`config.mk`:
```
export PLATFORM = sky130hd
export DESIGN_NAME = cluster_txn_limiter
export DESIGN_NICKNAME = d
export VERILOG_FILES = /design/src/rtl/cluster_txn_limiter.sv
export SDC_FILE = /design/constraint.sdc
export NUM_CORES = 1
export LEC_CHECK = 0
export ABC_AREA = 1
export ABC_CLOCK_PERIOD_IN_PS = 3000
export CAP_MARGIN = 20
export CORE_MARGIN = 5
export CORE_UTILIZATION = 45
export CTS_BUF_LIST = sky130_fd_sc_hd__clkbuf_4
export CTS_CLUSTER_DIAMETER = 150
export DETAILED_ROUTE_END_ITERATION = 8
export PLACE_DENSITY = 0.75
export SETUP_SLACK_MARGIN = 0.3
export SYNTH_ARGS = -nofsm -noshare
export SYNTH_HDL_FRONTEND = slang
export SYNTH_SLANG_ARGS = --single-unit
```
`constraint.sdc`:
```
create_clock -name clk_i -period 3 [get_ports clk_i]
set_input_delay 0.9 -clock clk_i [delete_from_list [all_inputs] [get_ports clk_i]]
set_output_delay 0.9 -clock clk_i [all_outputs]
set_load 0.05 [all_outputs]
```
`src/rtl/cluster_txn_limiter.sv`:
```
// Per-cluster AXI transaction limiter and watchdog.
// Gates AW/AR handshakes against outstanding-transaction limits, passes B/R
// straight through, tracks outstanding writes/reads and flags a cluster that
// stops making response progress or returns responses with nothing pending.
//
// state      | meaning
// -----------+---------------------------------------------------------------
// ST_ACTIVE  | normal operation, watchdog armed
// ST_TIMEOUT | watchdog expired; timeout_o high, requests optionally blocked
module cluster_txn_limiter #(
    parameter int unsigned MaxWrTxns      = 8,
    parameter int unsigned MaxRdTxns      = 8,
    parameter int unsigned TimeoutCycles  = 1024,
    parameter bit          BlockOnTimeout = 1'b1,
    localparam int unsigned WrW  = $clog2(MaxWrTxns + 1),
    localparam int unsigned RdW  = $clog2(MaxRdTxns + 1),
    localparam int unsigned TmrW = $clog2(TimeoutCycles + 1)
) (
    input  logic           clk_i,
    input  logic           rst_i,
    input  logic           slv_aw_valid_i,
    output logic           slv_aw_ready_o,
    output logic           mst_aw_valid_o,
    input  logic           mst_aw_ready_i,
    input  logic           slv_ar_valid_i,
    output logic           slv_ar_ready_o,
    output logic           mst_ar_valid_o,
    input  logic           mst_ar_ready_i,
    input  logic           mst_b_valid_i,
    output logic           mst_b_ready_o,
    output logic           slv_b_valid_o,
    input  logic           slv_b_ready_i,
    input  logic           mst_r_valid_i,
    input  logic           mst_r_last_i,
    output logic           mst_r_ready_o,
    output logic           slv_r_valid_o,
    input  logic           slv_r_ready_i,
    input  logic           clear_i,
    output logic [WrW-1:0] wr_outstanding_o,
    output logic [RdW-1:0] rd_outstanding_o,
    output logic           timeout_o,
    output logic           protocol_err_o
);

    typedef enum logic {
        ST_ACTIVE,
        ST_TIMEOUT
    } state_t;

    localparam logic [WrW-1:0]  WrMax   = WrW'(MaxWrTxns);
    localparam logic [RdW-1:0]  RdMax   = RdW'(MaxRdTxns);
    localparam logic [TmrW-1:0] TmrMax  = TmrW'(TimeoutCycles);
    localparam logic [TmrW-1:0] TmrLast = TmrW'(TimeoutCycles - 1);

    state_t          state_q, state_d;
    logic [WrW-1:0]  wr_cnt_q, wr_cnt_d;
    logic [RdW-1:0]  rd_cnt_q, rd_cnt_d;
    logic [TmrW-1:0] timer_q;
    logic            perr_q;

    logic aw_ok, ar_ok, blocked;
    logic aw_hs, ar_hs, b_hs, r_hs, r_last_hs;
    logic b_dec, r_dec, err_evt;
    logic timer_rst, timer_clr;

    // Request gating and handshake decode; only registered state feeds aw_ok/ar_ok
    always_comb begin
        blocked        = BlockOnTimeout && (state_q == ST_TIMEOUT);
        aw_ok          = (wr_cnt_q < WrMax) && !blocked;
        ar_ok          = (rd_cnt_q < RdMax) && !blocked;
        mst_aw_valid_o = slv_aw_valid_i & aw_ok;
        slv_aw_ready_o = mst_aw_ready_i & aw_ok;
        mst_ar_valid_o = slv_ar_valid_i & ar_ok;
        slv_ar_ready_o = mst_ar_ready_i & ar_ok;
        slv_b_valid_o  = mst_b_valid_i;
        mst_b_ready_o  = slv_b_ready_i;
        slv_r_valid_o  = mst_r_valid_i;
        mst_r_ready_o  = slv_r_ready_i;
        aw_hs          = slv_aw_valid_i & mst_aw_ready_i & aw_ok;
        ar_hs          = slv_ar_valid_i & mst_ar_ready_i & ar_ok;
        b_hs           = mst_b_valid_i & slv_b_ready_i;
        r_hs           = mst_r_valid_i & slv_r_ready_i;
        r_last_hs      = r_hs & mst_r_last_i;
        b_dec          = b_hs && (wr_cnt_q != '0);
        r_dec          = r_last_hs && (rd_cnt_q != '0);
        err_evt        = (b_hs && (wr_cnt_q == '0)) || (r_last_hs && (rd_cnt_q == '0));
        timer_rst      = b_hs || r_hs || ((wr_cnt_q == '0) && (rd_cnt_q == '0));
    end

    // Next outstanding counts; a decrement at zero is dropped and reported as an error
    always_comb begin
        wr_cnt_d = wr_cnt_q;
        rd_cnt_d = rd_cnt_q;
        case ({aw_hs, b_dec})
            2'b10:   wr_cnt_d = wr_cnt_q + WrW'(1);
            2'b01:   wr_cnt_d = wr_cnt_q - WrW'(1);
            default: wr_cnt_d = wr_cnt_q;
        endcase
        case ({ar_hs, r_dec})
            2'b10:   rd_cnt_d = rd_cnt_q + RdW'(1);
            2'b01:   rd_cnt_d = rd_cnt_q - RdW'(1);
            default: rd_cnt_d = rd_cnt_q;
        endcase
    end

    // Watchdog FSM next state; expiry beats a same-cycle clear in ACTIVE
    always_comb begin
        state_d   = state_q;
        timer_clr = 1'b0;
        case (state_q)
            ST_ACTIVE: begin
                if (!timer_rst && (timer_q == TmrLast))
                    state_d = ST_TIMEOUT;
            end
            ST_TIMEOUT: begin
                if (clear_i) begin
                    state_d   = ST_ACTIVE;
                    timer_clr = 1'b1;
                end
            end
            default: state_d = ST_ACTIVE;
        endcase
    end

    // State, counters, watchdog timer and sticky error flag
    always_ff @(posedge clk_i) begin
        if (rst_i) begin
            state_q  <= ST_ACTIVE;
            wr_cnt_q <= '0;
            rd_cnt_q <= '0;
            timer_q  <= '0;
            perr_q   <= 1'b0;
        end else begin
            state_q  <= state_d;
            wr_cnt_q <= wr_cnt_d;
            rd_cnt_q <= rd_cnt_d;
            if (timer_clr || timer_rst)
                timer_q <= '0;
            else if (timer_q != TmrMax)
                timer_q <= timer_q + TmrW'(1);
            if (err_evt)
                perr_q <= 1'b1;
            else if (clear_i)
                perr_q <= 1'b0;
        end
    end

    assign wr_outstanding_o = wr_cnt_q;
    assign rd_outstanding_o = rd_cnt_q;
    assign timeout_o        = (state_q == ST_TIMEOUT);
    assign protocol_err_o   = perr_q;

endmodule
```
==> results of run 1 <==
==> power breakdown <==
part / leakage [uW] / total [uW] / internal [uW] / switching, uW
sequential: 0.000171 / 333 / 304 / 29.4
combinational: 0.000596 / 393 / 152 / 241
clock: 0.0000177 / 133 / 49.7 / 83.7
==> sequential cells by signal (all words and copies together) (netlist names) <==
name and flops:
wr_outstanding_o 4, timeout_o 1, timer_q 11, rd_outstanding_o 4, protocol_err_o 1
==> worst paths after layout <==
path,to,depth (start not counted)
setup reg to reg,rd_outstanding_o[2],12
setup / recovery,mst_ar_valid_o,4
hold / removal,timer_q[9],2
hold reg to reg,timer_q[9],2
==> worst max-delay path, stage by stage <==
cell	delay, ps
clkdlybuf4s50_1	480
inv_1	50
nor2_2	150
buf_12	150
==> kinds of logic after synthesis <==
group,synth area share
AOI/OAI and AO/OA,0.119
adders and majority gates,0.0773
xor gates and xnor gates,0.0406
and+or+nand+nor,0.306
DFF,0.325
buffers and inverters,0.132
==> stage by stage <==
step           total power [uW]  area, sq um  std cells  hold slack, ps  setup WS (ps)
2_1_floorplan               597         1300        192             437            370
3_3_place_gp                728         1690        250             448            233
4_1_cts                     870         1720        254             474            325
5_1_grt                     917         1730        254             498            310
6_report                    859         1730        254             468            373
3_5_place_dp                732         1690        250             456            158
==> synth_stat cells <==
library cell | number | area share
o211ai_1 | 1 | 0.0058
buf_4 | 4 | 0.023
dfxtp_1 | 21 | 0.32
inv_1 | 28 | 0.081
o21ai_1 | 1 | 0.0039
nand3_2 | 1 | 0.0077
nor2_1 | 27 | 0.078
o21ai_0 | 12 | 0.046
nor2_4 | 2 | 0.017
xor2_1 | 3 | 0.020
xnor2_1 | 3 | 0.020
nor3_4 | 1 | 0.013
nand2_2 | 3 | 0.014
o22ai_1 | 1 | 0.0048
nand2_1 | 33 | 0.096
nand4_1 | 5 | 0.024
inv_4 | 1 | 0.0048
nor3_1 | 2 | 0.0077
a21oi_1 | 15 | 0.058
nand3_1 | 10 | 0.039
nor2_2 | 2 | 0.0097
inv_2 | 8 | 0.023
ha_1 | 8 | 0.077
==> cell type report <==
cell class / instances / share of cell area
clock buffer: 3 / 0.0130
multi-input combinational: 130 / 0.413
sequential: 21 / 0.243
inverter: 37 / 0.0819
tap: 31 / 0.0225
timing repair buffer: 31 / 0.223
clock inverter: 1 / 0.00290
==> layer usage <==
metal / routed length [um] / track usage / share of wire / up-vias
li1: - / - / - / 668
met1: 1220 / 0.163 / 0.49 / 522
met2: 1160 / 0.221 / 0.46 / 21
met3: 115 / 0.0426 / 0.046 / 2
met4: 15 / 0.0234 / 0.0060 / 0
met5: 0 / 0 / 0 / -
==> qor.csv, run 1 <==
metric,value,unit
syn_area_per_cell,6.74,sq um
wl,2510,um
finalSetupViolCount,0,
cts_num_sinks,21,
hold_viol_final,0,
min_path_type,reg -> reg,
gp_congestion,0.837,
ant_nets,0,
critical_path_class,in -> out,
fillCellCount,243,
worstSetupStartpoint,slv_ar_valid_i,
vias,1213,
h-tree-depth,1,
final_nets,244,
syn_nets,212,
holdBufCountCts,0,
finalCriticalPeriod,2630,ps
clockBufferDepth,2,
drt-wirelength-per-cell,9.89,um
clk_pin_slew,120,ps
ys_seq_area_frac,0.325,
grt_usage,0.131,
first_global_vias,1092,
status,completed,
multi_input_area,713,sq um
yosysUniqueCellTypes,23,
start_kind,primary input,
dieArea,4050,sq um
worstSkewPairLatency,300,ps
grt_pass1_wl,4440,um
grt_max_degree,13,
synth-seq-cells,21,
synthCells,192,
area_delta_synth_final,33.3,%
relSlewSlack,0.667,
cts_buffers,3,
power_density,498,nW/um^2
rows,19,
avgViaCountPerCell,4.78,
ir_worst_vdd,413,uV
fin_worst_skew,6.49,ps
end_kind,output port,
cap_violations,0,
drive_gt1_frac,0.161,
rsz0062_at_grt,false,
path_max_fanout,2,
p_leak,0.000784,uW
crit_arrival,1730,ps
cts_setup_buffers,0,
antenna_found_initial,0,
layout_commonest_cell,nand2_1,
drcViolationCount,0,
fmax,381,MHz
initialDrtViolationCount,56,
reg2reg_slack,1090,ps
critPathRequiredTime,2100,ps
slew_violations,0,
worstHoldStart,timer_q[9],
synth_area,1290,sq um
grt.overflow.total,0,
die_x,63.6,um
die_h,63.6,um
final_cell_mix,"nand2_1, inv_1, nor2_1, clkdlybuf4s50_1, dfxtp_1",
rr_startpoint,rd_outstanding_o[2],
dpl.hpwl,2100,um
start_util,0.470,
setup_tns,0,ps
io_pins,30,
cts_tree,yes,
n_antenna_cell,0,
fin_crit_sh,0.876,
cts_resized,0,
cts_root_buf,clkbuf_4,
core_area,2760,sq um
ys_warn_count,0,
first_pass_iters,4,
final-seq-area,420,sq um
worst_pin_slew,499,ps
port_buffers,29,
final_util,0.626,
(Power assumes the default switching activity.)
==> run 2, diff against run 1 <==
Settings changed: ABC_CLOCK_PERIOD_IN_PS 3000 to 2800, SLEW_MARGIN from default to 20.
Clock period 3 ns to 2.8 ns, I/O delays scaled along.
==> qor.csv, run 2 (synthesized netlist as in run 1, its figures left out) <==
metric,value,unit,change
slew_violations,0,,unchanged
die_x,63.6,um,unchanged
clk_pin_slew,120,ps,about the same
power_density,528,nW/um^2,was 498 nW/um^2
status,completed,,unchanged
design_area,1770,sq um,was 1730 sq um
drcViolationCount,0,,unchanged
antenna_found_initial,0,,unchanged
drive_gt1_frac,0.185,,was 0.161
area_delta_synth_final,36.7,%,was 33.3%
pre_cts_ws,57.0,ps,was 158 ps
largest_reg_flops,11,,unchanged
fmax,406,MHz,
hold_viol_final,0,,unchanged
fin_worst_skew,3.08,ps,was 6.49 ps
start_util,0.470,,unchanged
grt.overflow.total,0,,unchanged
min_path_cells,2,,unchanged
avgViaCountPerCell,4.72,,was 4.78
layout_commonest_cell,nand2_1,,unchanged
initialDrtViolationCount,61,,was 56
finalWorstSetupSlack,337,ps,was 373 ps
rows,19,,unchanged
holdBufCountCts,0,,unchanged
ir_worst_vdd,504,uV,was 413 uV
cts_tree,yes,,unchanged
die_h,63.6,um,unchanged
setup_tns,0,ps,unchanged
n_antenna_cell,0,,unchanged
reg2reg_depth,13,,was 12
grt_pass1_wl,4270,um,was 4440 um
p_leak,0.000824,uW,was 0.000784 uW
cap_violations,0,,unchanged
critPathRequiredTime,1960,ps,was 2100 ps
first_pass_iters,4,,unchanged
first_global_vias,1033,,was 1092
wl,2530,um,was 2510 um
end_kind,output port,,unchanged
core_area,2760,sq um,unchanged
gp_congestion,0.789,,was 0.837
crit_arrival,1620,ps,was 1730 ps
grt_max_degree,13,,unchanged
final_nets,248,,was 244
relSlewSlack,0.659,,was 0.667
worst_pin_slew,510,ps,was 499 ps
finalSetupViolCount,0,,unchanged
cts_root_buf,clkbuf_4,,unchanged
start_kind,primary input,,unchanged
ant_nets,0,,unchanged
hold_ws,470,ps,was 468 ps
cts_buffers,3,,unchanged
final_util,0.642,,was 0.626
worstSkewPairLatency,300,ps,about the same
drt-wirelength-per-cell,9.79,um,was 9.89 um
io_pins,30,,unchanged
dieArea,4050,sq um,unchanged
final_cell_mix,"nand2_1, inv_1, nor2_1, dfxtp_1, clkdlybuf4s50_1",,"was nand2_1, inv_1, nor2_1, clkdlybuf4s50_1, dfxtp_1"
clockBufferDepth,2,,unchanged
path_max_fanout,2,,unchanged
regMostFlops,timer_q,,unchanged
cts_num_sinks,21,,unchanged
dpl.hpwl,2080,um,was 2100 um
rsz0062_at_grt,true,,was false
port_buffers,29,,unchanged
min_path_type,reg -> reg,,unchanged
vias,1218,,was 1213
h-tree-depth,1,,unchanged
fin_crit_sh,0.880,,
grt_usage,0.125,,was 0.131
critical_path_class,in -> out,,unchanged
finalCriticalPeriod,2460,ps,
placed_area,1720,sq um,was 1690 sq um
run 2: cell count changes in the layout (fill, tap and decap cells not counted):
cell and change:
buf_4 +4, clkdlybuf4s50_1 -3, dlygate4sd2_1 +1, dlymetal6s2s_1 +2, ha_1 -1, ha_2 +1
nor2_1 -1, nor2_4 +1, o21ai_0 -1, o21ai_1 +1
run 2: per-layer routing:
layer  track usage  vias to the layer above  share of wire
li1              -                      677              -
met1         0.164                      529           0.50
met2         0.209                       12           0.47
met3        0.0302                        0          0.031
met4        0.0234                        0              0
met5             0                        -              0
run 2: stage by stage:
step	total power, uW	instances
4_1_cts	938	258
6_report	935	258
5_1_grt	995	258
3_3_place_gp	784	253
3_5_place_dp	786	253
2_1_floorplan	640	192
run 2: path summary, 6_finish.rpt:
kind | start | end | slack, ps
hold / removal | timer_q[9] | timer_q[9] | 470
setup / recovery | slv_aw_valid_i | mst_aw_valid_o | 340
setup reg to reg | wr_outstanding_o[0] | wr_outstanding_o[2] | 910
hold reg to reg | timer_q[9] | timer_q[9] | 470
run 2: cell type report:
class	count	area [sq um]
clock buffers	3	22.5
clock inverters	1	5.00
fillers	244	987
inverters	37	141
multi-input cells	130	723
flip-flops and latches	21	420
well taps	31	38.8
repair buffers	35	419
run 2: critical path, stage by stage:
cell and delay (ps):
clkdlybuf4s50_1 450, inv_1 60, nor2_4 130, buf_12 140
run 2: where the power goes:
part | total (uW) | internal, uW | leakage [uW] | switching, uW
combinational | 430 | 169 | 0.000636 | 261
clock | 148 | 53.3 | 0.0000177 | 95.0
sequential | 356 | 325 | 0.000171 | 31.1
total | 935 | 548 | 0.000824 | 388
run 2: what timing repair did:
action | 4_1_cts | 5_1_grt
endpoints found under the setup margin | 3 | 5
setup buffers | 1 | 0
cloned | 0 | 0
hold endpoints to repair | 0 | 0
gates resized for setup | 3 | 6
pin swaps | 1 | 2
